## src/rtl/riscv_pkg.sv

```systemverilog
// Shared fetch-stage types and constants.
// Latency: n/a (declarations only).
// Backpressure: n/a.
package riscv_pkg;

  localparam int unsigned INSTR_BYTES = 4;
  localparam logic [31:0] NOP_INSTR   = 32'h0000_0013;

  typedef enum logic [1:0] {
    S_RESET = 2'd0,
    S_FETCH = 2'd1,
    S_DROP  = 2'd2,
    S_HOLD  = 2'd3
  } fetch_state_e;

  // Instructions are word aligned; the low two address bits are always dropped.
  function automatic logic [31:0] align_pc(input logic [31:0] pc);
    return pc & 32'hFFFF_FFFC;
  endfunction

endpackage

```

## src/rtl/fetch_skid_buffer.sv

```systemverilog
// Single-slot {valid, pc, instr} holding register for a fetched word decode cannot take yet.
// Latency: load visible the cycle after the load edge; unload/flush empty it on the next edge.
// Backpressure: none internally; the owner never loads while it is full.
module fetch_skid_buffer
  import riscv_pkg::*;
(
  input  logic        clk,
  input  logic        rst,
  input  logic        load,
  input  logic        unload,
  input  logic        flush,
  input  logic [31:0] load_pc,
  input  logic [31:0] load_instr,
  output logic        valid,
  output logic [31:0] pc,
  output logic [31:0] instr
);

  // Flush beats load so a redirect can never leave a wrong-path word parked here.
  always_ff @(posedge clk) begin
    if (rst || flush) begin
      valid <= 1'b0;
      pc    <= 32'h0000_0000;
      instr <= NOP_INSTR;
    end else if (load) begin
      valid <= 1'b1;
      pc    <= load_pc;
      instr <= load_instr;
    end else if (unload) begin
      valid <= 1'b0;
      instr <= NOP_INSTR;
    end
  end

endmodule

```

## src/rtl/fetch_stage.sv

```systemverilog
// Instruction fetch: owns the fetch PC, runs the imem handshake, presents {pc, instr, valid} to decode.
// Latency: zero-wait memory gives first valid 2 cycles after reset release, then 1 instr/cycle.
// Backpressure: stall_i holds the output; one in-flight word lands in the skid and fetch pauses until drained.
module fetch_stage
  import riscv_pkg::*;
#(
  parameter logic [31:0] RESET_VECTOR = 32'h0000_0000
) (
  input  logic        clk,
  input  logic        rst,
  input  logic        stall_i,
  input  logic        redirect_i,
  input  logic [31:0] redirect_pc_i,
  output logic        imem_req_o,
  output logic [31:0] imem_addr_o,
  input  logic        imem_ready_i,
  input  logic [31:0] imem_rdata_i,
  output logic        if_valid_o,
  output logic [31:0] if_pc_o,
  output logic [31:0] if_instr_o
);

  fetch_state_e state;
  fetch_state_e state_next;
  logic [31:0]  fetch_pc;
  logic [31:0]  fetch_pc_next;
  logic [31:0]  redirect_tgt;
  logic [31:0]  pc_inc;
  logic         out_free;

  // Datapath controls decoded by the FSM.
  logic         out_load_mem;
  logic         out_load_skid;
  logic         skid_load;
  logic         skid_unload;
  logic         flush;

  logic         skid_valid;
  logic [31:0]  skid_pc;
  logic [31:0]  skid_instr;

  assign redirect_tgt = align_pc(redirect_pc_i);
  // 32-bit add wraps 32'hFFFF_FFFC to 0 naturally.
  assign pc_inc       = fetch_pc + 32'(INSTR_BYTES);
  // Output register may take a new word if it is empty or decode is consuming it now.
  assign out_free     = !if_valid_o || !stall_i;
  assign imem_addr_o  = fetch_pc;

  fetch_skid_buffer u_skid (
    .clk        (clk),
    .rst        (rst),
    .load       (skid_load),
    .unload     (skid_unload),
    .flush      (flush),
    .load_pc    (fetch_pc),
    .load_instr (imem_rdata_i),
    .valid      (skid_valid),
    .pc         (skid_pc),
    .instr      (skid_instr)
  );

  // State and fetch PC registers.
  always_ff @(posedge clk) begin
    if (rst) begin
      state    <= S_RESET;
      fetch_pc <= RESET_VECTOR;
    end else begin
      state    <= state_next;
      fetch_pc <= fetch_pc_next;
    end
  end

  // Next-state, next-PC and datapath control; redirect outranks response, which outranks stall.
  always_comb begin
    state_next    = state;
    fetch_pc_next = fetch_pc;
    imem_req_o    = 1'b0;
    out_load_mem  = 1'b0;
    out_load_skid = 1'b0;
    skid_load     = 1'b0;
    skid_unload   = 1'b0;
    flush         = 1'b0;

    case (state)
      S_RESET: begin
        // Any response seen here belongs to a pre-reset request and is ignored.
        state_next = S_FETCH;
        if (redirect_i) begin
          flush         = 1'b1;
          fetch_pc_next = redirect_tgt;
        end
      end

      S_FETCH: begin
        imem_req_o = 1'b1;
        if (redirect_i) begin
          flush         = 1'b1;
          fetch_pc_next = redirect_tgt;
          // An unanswered request must still be drained before refetching.
          state_next    = imem_ready_i ? S_FETCH : S_DROP;
        end else if (imem_ready_i) begin
          fetch_pc_next = pc_inc;
          if (out_free) begin
            out_load_mem = 1'b1;
          end else begin
            skid_load  = 1'b1;
            state_next = S_HOLD;
          end
        end
      end

      S_DROP: begin
        if (redirect_i) begin
          flush         = 1'b1;
          fetch_pc_next = redirect_tgt;
        end
        // If the stale word lands alongside a newer redirect it is still the
        // only outstanding response, so leaving here avoids waiting forever.
        if (imem_ready_i) begin
          state_next = S_FETCH;
        end
      end

      S_HOLD: begin
        if (redirect_i) begin
          flush         = 1'b1;
          fetch_pc_next = redirect_tgt;
          state_next    = S_FETCH;
        end else if (!stall_i) begin
          out_load_skid = skid_valid;
          skid_unload   = 1'b1;
          state_next    = S_FETCH;
        end
      end

      default: begin
        state_next = S_RESET;
      end
    endcase
  end

  // Output register to decode: held while stalled and valid, drained when decode takes it.
  always_ff @(posedge clk) begin
    if (rst) begin
      if_valid_o <= 1'b0;
      if_pc_o    <= 32'h0000_0000;
      if_instr_o <= NOP_INSTR;
    end else if (flush) begin
      if_valid_o <= 1'b0;
      if_instr_o <= NOP_INSTR;
    end else if (out_load_mem) begin
      if_valid_o <= 1'b1;
      if_pc_o    <= fetch_pc;
      if_instr_o <= imem_rdata_i;
    end else if (out_load_skid) begin
      if_valid_o <= 1'b1;
      if_pc_o    <= skid_pc;
      if_instr_o <= skid_instr;
    end else if (!stall_i) begin
      if_valid_o <= 1'b0;
      if_instr_o <= NOP_INSTR;
    end
  end

endmodule
```

## config.mk

```make
export PLATFORM = sky130hd
export DESIGN_NAME = fetch_stage
export DESIGN_NICKNAME = d
export VERILOG_FILES = /design/src/rtl/riscv_pkg.sv /design/src/rtl/fetch_skid_buffer.sv /design/src/rtl/fetch_stage.sv
export SDC_FILE = /design/constraint.sdc
export NUM_CORES = 1
export LEC_CHECK = 0
export ABC_AREA = 1
export BUFFER_PORTS_ARGS = -buffer_cell sky130_fd_sc_hd__buf_2
export CORE_ASPECT_RATIO = 0.7
export CORE_MARGIN = 5
export CORE_UTILIZATION = 54
export CTS_CLUSTER_DIAMETER = 60
export DETAILED_ROUTE_END_ITERATION = 10
export MAX_ROUTING_LAYER = met4
export PLACE_DENSITY_LB_ADDON = 0.15
export SYNTH_ARGS = -nofsm -noshare
export SYNTH_HDL_FRONTEND = slang
export SYNTH_HIERARCHICAL = 1
export SYNTH_SLANG_ARGS = --single-unit
```

## constraint.sdc

```tcl
create_clock -name clk -period 1.9 [get_ports clk]
set_input_delay 0.38 -clock clk [delete_from_list [all_inputs] [get_ports clk]]
set_output_delay 0.38 -clock clk [all_outputs]
set_load 0.01 [all_outputs]
```

Yosys cells after proc, flatten, opt, wreduce, memory -nomap -nowiden
Cells that the tools add are included.
{"block": "word_totals", "regBits": 164, "inputBits": 69, "output_inout_bits": 98}
{"block": "classes", "n_addsub": 1, "n_eq_ne": 9, "mux": 41, "bitwise_logic": 1, "n_reduce_logical": 13}
{"operator": "two-way mux 32 bit", "n": 10}
{"operator": "one-hot mux 32 bit (2 select lines)", "n": 1}
{"operator": "adder 32 x 3 -> 32 bit (second input constant)", "n": 1}
{"operator": "two-way mux 1 bit", "n": 22}
{"operator": "two-way mux 2 bit", "n": 7}
{"operator": "inequality test 3 bit (second input constant)", "n": 3}
{"operator": "one-hot mux 2 bit (4 select lines)", "n": 1}
{"operator": "== test 2 bit (second input constant)", "n": 2}
{"operator": "AND reduction 2 bit", "n": 2}
{"operator": "AND reduction 4 bit", "n": 1}
{"operator": "nonzero test 2 bit", "n": 2}
{"operator": "OR reduction 4 bit", "n": 1}
{"operator": "inequality test 3 x 1 -> 1 bit (second input constant)", "n": 1}
{"operator": "OR reduction 3 bit", "n": 1}
{"operator": "== test 2 x 1 -> 1 bit (second input constant)", "n": 1}
{"operator": "zero test 1 bit", "n": 2}
{"operator": "zero test 2 bit", "n": 1}
{"operator": "logical OR 1 bit", "n": 2}
{"operator": "inequality test 2 x 1 -> 1 bit (second input constant)", "n": 1}
{"operator": "inequality test 2 bit (second input constant)", "n": 1}
{"operator": "OR reduction 2 bit", "n": 1}
{"operator": "inverter 1 bit", "n": 1}

Longest topological paths before layout
Gate-level depths: netlist of the first run.
{"block": "depth", "word_depth": 8, "mapped_depth": 10, "depth_no_buf": 10}

By module
The synthesis of the first run kept the hierarchy.
{"module": "fetch_stage", "n_inst": 1, "cells_each": 714, "area_per_inst_um2": 4938.5}
{"module": "fetch_skid_buffer", "n_inst": 1, "cells_each": 289, "area_per_inst_um2": 2289.7}

Worst setup path before layout of the first run
No wires, ideal clock.
{"block": "synth_timing", "path_type": "input port to flip-flop", "startpoint": "input redirect_i", "endpoint": "register u_skid.pc[2]", "setup_time_ps": 134, "arrival_time_ps": 1608, "required_ps": 1766, "path_slack_ps": 158, "cell_stages": 8, "path_buffers": 2, "cell_sequence": "buf_4 inv_2 nand2_4 nor3_1 inv_1 buf_2 nand2_1 a21oi_1"}
{"block": "synth_via", "word_cells_on_any_way": 5, "classes_between": "mux: 4; reduce/logical: 1"}
{"element": "start: declaration", "line": "fetch_stage.sv:12", "text": "input logic redirect_i,"}
{"element": "two-way mux 1 bit", "line": "fetch_stage.sv:96", "text": "if (redirect_i) begin"}
{"element": "two-way mux 1 bit", "line": "fetch_stage.sv:84", "text": "case (state)"}
{"element": "named net skid_load", "line": "fetch_stage.sv:34", "text": "logic skid_load;"}
{"element": "end signal: assignment", "line": "fetch_skid_buffer.sv:27", "text": "pc <= load_pc;"}
{"element": "end: declaration", "line": "fetch_skid_buffer.sv:15", "text": "output logic [31:0] pc,"}
The timed path passes the listed nets, and every way through them passes these cells. The select of a mux whose other input is x is not followed.
A chain may end at the register's enable or synchronous reset.

Final worst setup path of the first run
{"block": "layout_timing", "startpoint": "register fetch_pc[2], in the netlist imem_addr_o[2]", "endpoint": "register fetch_pc[22], in the netlist imem_addr_o[22]"}
{"block": "layout_via", "elab_chain_cells": 4}
{"element": "start: declaration", "line": "fetch_stage.sv:25", "text": "logic [31:0] fetch_pc;"}
{"element": "start signal: assignment", "line": "fetch_stage.sv:69", "text": "fetch_pc <= fetch_pc_next;"}
{"element": "adder 32 x 3 -> 32 bit", "line": "fetch_stage.sv:44", "text": "assign pc_inc = fetch_pc + 32'(INSTR_BYTES);"}
{"element": "two-way mux 32 bit", "line": "fetch_stage.sv:101", "text": "end else if (imem_ready_i) begin"}
{"element": "two-way mux 32 bit", "line": "fetch_stage.sv:96"}
{"element": "one-hot mux 32 bit (2 select lines)", "line": "fetch_stage.sv:84"}
No other way between the ends. The select of a mux whose other input is x is not followed.

==> impl_metrics.ini, run 1 <==
[status]
status = finished, final reports clean

[placement]
io_buffer_count = 162
dp.final_hpwl_mm = 14.74
place_congestion = 0.9377

[cts]
clkLatencyLatePin_ps = 420
cts.repair.resized = 0
clock_sinks = 162
clockBufferDepth = 2
ctsHoldBuffers = 0
cts.clk_slew.worst_paths_ps = 70
clock_tree_root = clkbuf_16
cts_tree = done
cts.htree.levels = 4
postCtsSetupRepairBufs = 0
numCtsBuffers = 17

[route]
wirelength_mm = 21.61
route.vias.total = 7433
ant_nets_after_route = 0
drt_first_pass_iters = 6
drtIter0Drc = 720
wl_per_cell_um = 15.94
route.detailed.vias_per_inst = 5.486
drc_errors = 0

[finish]
drive_above_1_share_pct = 23.32
layout_overhead_on_the_synthesized_area_pct = 25.22
postLayoutCoreUtil_pct = 68.90
nFillCells = 1141
layout.nets = 1245

[setup_path]
critical_path.startpoint = imem_addr_o[2]
timing.critical_path.arrival_ps = 2040
setup.worst_path.end = imem_addr_o[22]
critPathCaptureType = flip-flop
critical_path_required_ps = 2210
critPathKind = reg -> reg
r2r.worst_path.cells = 9
critical_path.reg2reg.endpoint = imem_addr_o[22]
r2r_setup_slack_ps = 170
rr_startpoint = imem_addr_o[2]
critical_path_peak_fanout = 5
worst_setup_path_start_kind = flip-flop

[synth]
post-synth-top-area-fraction_pct = 44.87
yosysUniqueCellTypes = 39
ys_warn_count = 6
synth.cells.most_frequent = nand2_1 (331), dfxtp_1 (162), a21oi_1 (107), nor2_1 (90), o21ai_0 (38)
yosysTopAreaCell = dfxtp_1
syn_area_mm2 = 0.007228
synth-main-ff-cell = dfxtp_1
synth_most_common_cell = nand2_1
postSynth.asyncResetShare_pct = 0
postSynthRegisterBits = 162
sequential_share_of_the_synthesized_area_pct = 44.87
synthesis.instances = 1003
synth.top_cells.by_area = dfxtp_1 (45%), nand2_1 (17%), a21oi_1 (7.4%)
syn_area_per_cell_um2 = 7.207
synth_enable_flop_cells = 0

[timing]
rsz0062_at_grt = false
finalSetupViolCount = 0
slew_worst_pin_ps = 517.5
maxClockFrequency_ghz = 0.5771
number_of_hold_slack_violations_in_the_final_timing_report = 0
slew_headroom_pct = 65.42
slew_violations = 0
layout_worst_path_cycle_share_pct = 91.20
final_skew_ps = 13.92
timing.hold.ws_ps = 205.6
finalCriticalPeriod_ps = 1733

[floorplan]
height_of_the_die_um = 106.8
floorplan.rows = 35
starting_density_of_the_core_pct = 55.02
die_area_mm2 = 0.01584
die_x_um = 148.3
design.core.area_mm2 = 0.01314
io_pins = 167

[worst_hold_path]
hp-class = in -> reg

[pwr]
power.share.sequential_pct = 44.8
cell_internal_pwr_mw = 5.911
netSwitchingPower_mw = 2.179
power.density_mw_per_mm2 = 893.8
switching_fraction_of_total_power_pct = 26.94
post-layout-total-power_mw = 8.090
comb_pwr_share_pct = 11.1
cellLeakagePower_nw = 3.527
peakVddDrop_mv = 0.6772
p_clk_share_pct = 44.0

[global_route]
global_route.usage.total_pct = 27.51
grt_pass1_vias = 6650
initial_antenna_violation_count = 1
grt_start_max_net_pins = 62
grt_overflow = 0
grt_pass1_wl_mm = 34.04

[flow_run]
max_cap_violations = 0
-- through the flow --
step | worst slack (ps) | cell area (µm²) | setup TNS (ps) | std cells
floorplan | 157.8 | 7239 | 0 | 1006
global placement | 80.88 | 8402 | 0 | 1321
detailed placement | -2.859 | 8402 | -2.859 | 1321
CTS | 71.19 | 9017 | 0 | 1353
global route | 1.954 | 9051 | 0 | 1355
finish | 167.2 | 9051 | 0 | 1355
-- routing by layer --
metal / routed length, µm / global-route usage [%] / vias up
met4: 310 / 6.922 / 0
met3: 2169 / 7.309 / 24
met2: 8887 / 37.19 / 325
li1: - / - / 3696
met1: 10240 / 40.57 / 3388
met5: 0 / - / -
-- worst min-delay path by stage --
stage,from,to,depth (start not counted)
floorplan,u_skid/pc[0],u_skid/pc[0],2
global placement,u_skid/instr[21],u_skid/instr[21],2
detailed placement,u_skid/instr[22],u_skid/instr[22],2
CTS,imem_rdata_i[1],if_instr_o[1],3
global route,imem_rdata_i[13],u_skid/instr[13],3
finish,imem_rdata_i[1],if_instr_o[1],3
-- power groups by stage --
| stage | Combinational, mW | Sequential [mW] | Clock (mW) |
|---|---|---|---|
| final | 0.901 | 3.63 | 3.56 |
| after global routing | 0.982 | 3.64 | 3.78 |
| after CTS | 0.889 | 3.62 | 3.61 |
| after detailed placement | 0.884 | 3.69 | 0 |
| after global placement | 0.873 | 3.69 | 0 |
| after floorplan | 0.417 | 3.73 | 0 |
-- flip-flops by register name, indices dropped and copies added, names as in the netlist --
signal,count
if_instr_o,32
if_pc_o,32
if_valid_o,1
imem_addr_o,30
state,2
u_skid/instr,32
u_skid/pc,32
u_skid/valid,1
-- critical path, stage by stage, from the launching register on --
cell,delay [ps]
dfxtp_1,380
ha_1,190
nand2_1,70
nor2_1,180
nand2_1,180
nor3b_2,190
buf_4,150
nand2_1,40
o21ai_0,180
a21oi_1,60
-- cell families after synthesis --
logic type | synth area share, %
buf+inv | 7.443
fa+ha+maj | 0.1731
other cells | 0.05188
flops | 44.87
compound gates | 18.95
simple gates | 28.51
-- placed cells by master, fill, tap and decap left out, types with 5 or more instances in the layout --
| cell | n |
|---|---|
| buf_12 | 12 |
| a22oi_1 | 24 |
| inv_1 | 30 |
| o21ai_1 | 16 |
| nor3_1 | 19 |
| nand2_1 | 330 |
| nor2_4 | 5 |
| inv_2 | 5 |
| nor2_1 | 87 |
| buf_4 | 39 |
| buf_2 | 162 |
| a21oi_1 | 107 |
| nand4_1 | 5 |
| nor2_2 | 6 |
| a31oi_1 | 35 |
| a211oi_1 | 9 |
| nand3_1 | 31 |
| o21ai_0 | 38 |
| dfxtp_1 | 162 |
| clkbuf_16 | 17 |
-- layout make-up --
cell class	count	area, µm²	area share, %
antenna	1	2.502	0.02765
multi-input combinational	744	3495	38.61
clock buffer	19	452.9	5.004
clock inverter	13	162.7	1.797
inverter	37	143.9	1.590
sequential	162	3243	35.83
timing repair buffer	213	1344	14.85
tap	166	207.7	2.295
Power figures use the tool's default switching activity.
==> run 2: changes to the inputs <==
Settings changed: SYNTH_HIERARCHICAL 1 to unset.
==> run 2 against run 1 <==
  * Total power decreased by 1.5%
  * Clock skew decreased by 3.0 ps
  * Sequential power decreased by 2%
  * Setup slack got worse by 42 ps
  * Largest cell class unchanged
==> impl_metrics.ini, run 2 <==
[global_route]
grt_start_max_net_pins = 60
initial_antenna_violation_count = 0
grt_pass1_vias = 6700
grt_overflow = 0
grt_pass1_wl_mm = 34.67
global_route.usage.total_pct = 28.05

[floorplan]
die_x_um = 147.4
design.core.area_mm2 = 0.01305
starting_density_of_the_core_pct = 54.67
die_area_mm2 = 0.01565
io_pins = 167
floorplan.rows = 35
height_of_the_die_um = 106.2

[route]
ant_nets_after_route = 0
wl_per_cell_um = 16.00
wirelength_mm = 21.64
route.detailed.vias_per_inst = 5.514
drt_first_pass_iters = 5
route.vias.total = 7461
drtIter0Drc = 748
drc_errors = 0

[finish]
drive_above_1_share_pct = 23.50
layout_overhead_on_the_synthesized_area_pct = 26.15
final_common_cell = nand2_1
nFillCells = 1168
final_cells = 1353
layout.nets = 1244
layout_top_registers = if_instr_o (32), u_skid.instr (32)
mostFrequentLayoutCells = nand2_1 (265), buf_2 (160), dfxtp_1 (155)
n_diodes = 0

[synth]
synth.cells.most_frequent = nand2_1 (265), dfxtp_1 (158), a21oi_1 (105), nor2_1 (97), nand3_1 (68)
postSynth.asyncResetShare_pct = 0
synth_most_common_cell = nand2_1
synth-main-ff-cell = dfxtp_1
postSynthRegisterBits = 158
yosysTopAreaCell = dfxtp_1
syn_area_mm2 = 0.007134
syn_area_per_cell_um2 = 7.127
synth.top_cells.by_area = dfxtp_1 (44%), nand2_1 (14%), a21oi_1 (7.4%)
yosysUniqueCellTypes = 39
synthesis.instances = 1001
post-synth-top-area-fraction_pct = 44.34
sequential_share_of_the_synthesized_area_pct = 44.34
synth_enable_flop_cells = 0
ys_warn_count = 0

[timing]
fin_setup_tns_ps = 0
maxClockFrequency_ghz = 0.5636
slew_worst_pin_ps = 613.6
finalSetupViolCount = 0
number_of_hold_slack_violations_in_the_final_timing_report = 0
final_skew_ps = 10.96
final_critical_path_setup_slack_ps = 125.6
timing.hold.ws_ps = 209.1
slew_headroom_pct = 59.09
layout_worst_path_cycle_share_pct = 93.39
finalCriticalPeriod_ps = 1774
rsz0062_at_grt = false
slew_violations = 0

[flow_run]
max_cap_violations = 0

[setup_path]
critPathKind = reg -> out
worst_setup_path_start_kind = flip-flop
critical_path_required_ps = 1520
critical_path.cell_chain = inv_1 -> nor2_4 -> buf_2
critPathCaptureType = output port
r2r_setup_slack_ps = 160
worst_path_top_cell_family_by_delay = flip-flops
critical_path_peak_fanout = 5
timing.critical_path.arrival_ps = 1390
delay_of_the_slowest_cell_on_the_worst_path_ps = 460
slowest_stage = dfxtp_1
cp_num_buf_inv = 2

[placement]
pre_cts_ws_ps = 171.0
io_buffer_count = 160
cell_total_after_placement = 1321
dp.final_hpwl_mm = 15.28
place_congestion = 0.9809

[cts]
cts.clk_slew.worst_paths_ps = 70
cts.htree.levels = 4
clock_tree_root = clkbuf_16
ctsHoldBuffers = 0
numCtsBuffers = 17
clock_sinks = 158
clkLatencyLatePin_ps = 430
clockBufferDepth = 2
cts.repair.resized = 0
postCtsSetupRepairBufs = 0
cts_tree = done

[pwr]
cellLeakagePower_nw = 3.641
post-layout-total-power_mw = 7.966
power.density_mw_per_mm2 = 885.1
peakVddDrop_mv = 0.7776

[worst_hold_path]
hp-class = in -> reg

[status]
status = finished, final reports clean
run 2: cell types whose count changed after synthesis, moves of 9 or more:
cell / previous run / this run
o21ai_0: 38 / 58
nand2_1: 331 / 265
o21ai_1: 16 / 28
inv_1: 30 / 42
buf_6: 12 / 2
nand3_1: 31 / 68
buf_2: 21 / 30
nor3_1: 20 / 4
run 2: area by class of cell:
type | count | area [µm²] | area share [%]
multi-input cells | 731 | 3472 | 38.58
repair buffers | 217 | 1354 | 15.04
flip-flops and latches | 158 | 3167 | 35.19
inverters | 49 | 183.9 | 2.044
clock buffers | 18 | 439.2 | 4.880
clock inverters | 14 | 176.4 | 1.960
well taps | 166 | 207.7 | 2.308
run 2: metal layers:
metal	wire length [µm]	vias up	global-route usage, %
met5	0	-	-
met4	184	0	5.253
met3	2079	15	5.028
met2	9028	333	39.26
met1	10350	3400	42.43
li1	-	3713	-
run 2: where the power goes:
group | internal [mW] | switching, mW | total, mW
clock network | 2.03 | 1.51 | 3.54
registers | 3.41 | 0.133 | 3.55
logic | 0.350 | 0.530 | 0.880
total | 5.79 | 2.18 | 7.97
run 2: path summary, 6_finish.rpt:
check,start,to,cells past startpoint
worst min-delay path,imem_rdata_i[25],u_skid.instr[25],3
worst max register to register,imem_addr_o[19],imem_addr_o[30],9
worst max-delay path,state[0],imem_req_o,3
worst min register to register,if_instr_o[24],if_instr_o[24],2
run 2: worst register-to-register path, cell delays in order (launching register included):
cell     delay (ps)
dfxtp_1         540
nand2_1         130
nor2_1          300
nand2_1         100
nor2_1          140
nand2_1          70
nand2_1          60
nand3_1         140
nand2_1          90
a21oi_1          60
run 2: cell families after synthesis:
logic type	count (synthesis)	synth area share (%)
and+or+nand+nor	457	26.94
buffers and inverters	115	7.261
adders and majority gates	1	0.1753
AOI/OAI and AO/OA	267	20.98
muxes	1	0.1403
DFF	158	44.34
other	1	0.05256
xor gates and xnor gates	1	0.1228
run 2: metrics by stage:
| step | cell area, µm² | utilization, % |
|---|---|---|
| after floorplan | 7146 | - |
| after global placement | 8378 | 64.20 |
| after detailed placement | 8378 | 64.20 |
| after CTS | 8994 | 68.92 |
| after global routing | 9000 | 68.96 |
| final | 9000 | 68.96 |
==> run 3: changes to the inputs <==
Settings changed: CORE_ASPECT_RATIO 0.7 to unset.
==> run 3 against run 2 <==
  * Wire length decreased by 1.9%
  * Via count decreased by 0.44%
  * Core utilization decreased by 0.62 points
  * Total power decreased by 0.17%
  * Design area decreased by 0.64%
  * Die area decreased by 0.23%
  * Sequential cell count unchanged
  * Worst hold slack got worse by 9.4 ps
  * Global-route usage decreased by 0.89 points
  * Clock skew decreased by 3.8 ps
  * Combinational power decreased by 3.9%
  * Register-to-register slack about the same
  * Largest power group is now clock
==> impl_metrics.ini, run 3 (synthesis gave the netlist of run 2 again) <==
[route]
drtIter0Drc = 716
wirelength_mm = 21.23
wl_per_cell_um = 15.68
drt_first_pass_iters = 6
drc_errors = 0
route.vias.total = 7428
route.detailed.vias_per_inst = 5.486
ant_nets_after_route = 0

[pwr]
power.share.sequential_pct = 44.6
netSwitchingPower_mw = 2.012
p_clk_share_pct = 44.8
switching_fraction_of_total_power_pct = 25.30
power.density_mw_per_mm2 = 889.4
cellLeakagePower_nw = 3.606
comb_pwr_share_pct = 10.6
peakVddDrop_mv = 0.7866
cell_internal_pwr_mw = 5.941

[timing]
slew_violations = 0
number_of_hold_slack_violations_in_the_final_timing_report = 0
layout_worst_path_cycle_share_pct = 91.95
finalCriticalPeriod_ps = 1747
finalSetupViolCount = 0
rsz0062_at_grt = false
maxClockFrequency_ghz = 0.5724
final_critical_path_setup_slack_ps = 152.9
fin_setup_tns_ps = 0
final_skew_ps = 7.167

[finish]
drive_above_1_share_pct = 22.92
layout_top_registers = if_instr_o (32), u_skid.instr (32)
layout_overhead_on_the_synthesized_area_pct = 25.34
layout.nets = 1235
n_diodes = 0
mostFrequentLayoutCells = nand2_1 (264), buf_2 (160), dfxtp_1 (157)
final_common_cell = nand2_1

[floorplan]
starting_density_of_the_core_pct = 54.52
io_pins = 167
height_of_the_die_um = 124.9
floorplan.rows = 42
design.core.area_mm2 = 0.01309
die_x_um = 124.9
die_area_mm2 = 0.01561

[cts]
clkLatencyLatePin_ps = 420
cts.htree.levels = 4
cts.clk_slew.worst_paths_ps = 60
clock_tree_root = clkbuf_16
ctsHoldBuffers = 0
clock_sinks = 158
clockBufferDepth = 2
numCtsBuffers = 17
cts_tree = done

[setup_path]
slowest_stage = dfxtp_1
critical-path-top-cell-by-count = nand2_1
timing.critical_path.arrival_ps = 2040
worst_path_top_cell_family_by_delay = simple AND/OR/NAND/NOR gates
delay_of_the_slowest_cell_on_the_worst_path_ps = 520
critical_path_peak_fanout = 6
critPathCaptureType = flip-flop
critical_path_required_ps = 2200
worst_setup_path_start_kind = flip-flop
cp_num_buf_inv = 0
critical_path.cell_chain = nand2_1 -> nor2_1 -> nand2_1 -> nor2_1 -> nand2_1 -> nand2_1 -> nand3_1 -> nand2_1 -> a21oi_1
critPathKind = reg -> reg

[global_route]
initial_antenna_violation_count = 0
grt_pass1_vias = 6846
global_route.usage.total_pct = 27.15
grt_start_max_net_pins = 60
grt_pass1_wl_mm = 34.04
grt_overflow = 0

[placement]
place_congestion = 1.001
io_buffer_count = 160
dp.final_hpwl_mm = 15.01
pre_cts_ws_ps = 70.38

[status]
status = finished, final reports clean

[flow_run]
max_cap_violations = 0

[worst_hold_path]
hp-class = in -> reg
==> run 3: cell count changes in the layout (fill, tap and decap cells not counted), sizes merged <==
cell      change
buf           -9
inv           -6
clkinv        +4
bufinv        +2
clkbuf        -1
clkinvlp      +1
==> run 3: area by class of cell <==
class	instances	area, µm²
repair buffers	208	1274
clock inverters	15	195.2
clock buffers	17	425.4
flip-flops and latches	158	3164
well taps	176	220.2
inverters	49	186.4
fillers	1183	4143
multi-input cells	731	3477
==> run 3: per-layer routing <==
| layer | global-route usage, % | vias up | part of all wire [%] |
|---|---|---|---|
| li1 | - | 3697 | - |
| met1 | 34.63 | 3372 | 43 |
| met2 | 42.91 | 332 | 46 |
| met3 | 7.846 | 27 | 9.2 |
| met4 | 6.633 | 0 | 1.5 |
| met5 | - | - | 0 |
==> run 3: final timing paths <==
path | startpoint | end | slack [ps] | cells past startpoint
setup / recovery | imem_addr_o[9] | imem_addr_o[29] | 150 | 9
hold / removal | rst | state[0] | 200 | 2
setup reg to reg | imem_addr_o[9] | imem_addr_o[29] | 150 | 9
hold reg to reg | if_instr_o[22] | if_instr_o[22] | 460 | 2
==> run 3: per-stage QoR <==
step                cell area [µm²]  hold slack [ps]  cells  utilization (%)  total power, mW
finish                         8942            199.7   1354            68.34            7.953
detailed placement             8310            450.8   1322            63.51            4.449
floorplan                      7146            441.1   1004                -            4.043
global placement               8310            450.0   1322            63.51            4.438
global route                   8942            202.2   1354            68.34            8.229
CTS                            8931            199.5   1354            68.25            7.966
==> run 3: repair_timing <==
item | 4_1_cts | 5_1_grt
resized for setup | 0 | 5
setup endpoints to repair | 0 | 23
setup buffers | 0 | 0
==> run 3: power by group through the flow <==
stage	Clock, mW	Sequential (mW)	Combinational [mW]
finish	3.56	3.54	0.846
floorplan	0	3.63	0.415
detailed placement	0	3.61	0.837
CTS	3.58	3.54	0.843
global route	3.74	3.56	0.932
global placement	0	3.61	0.827
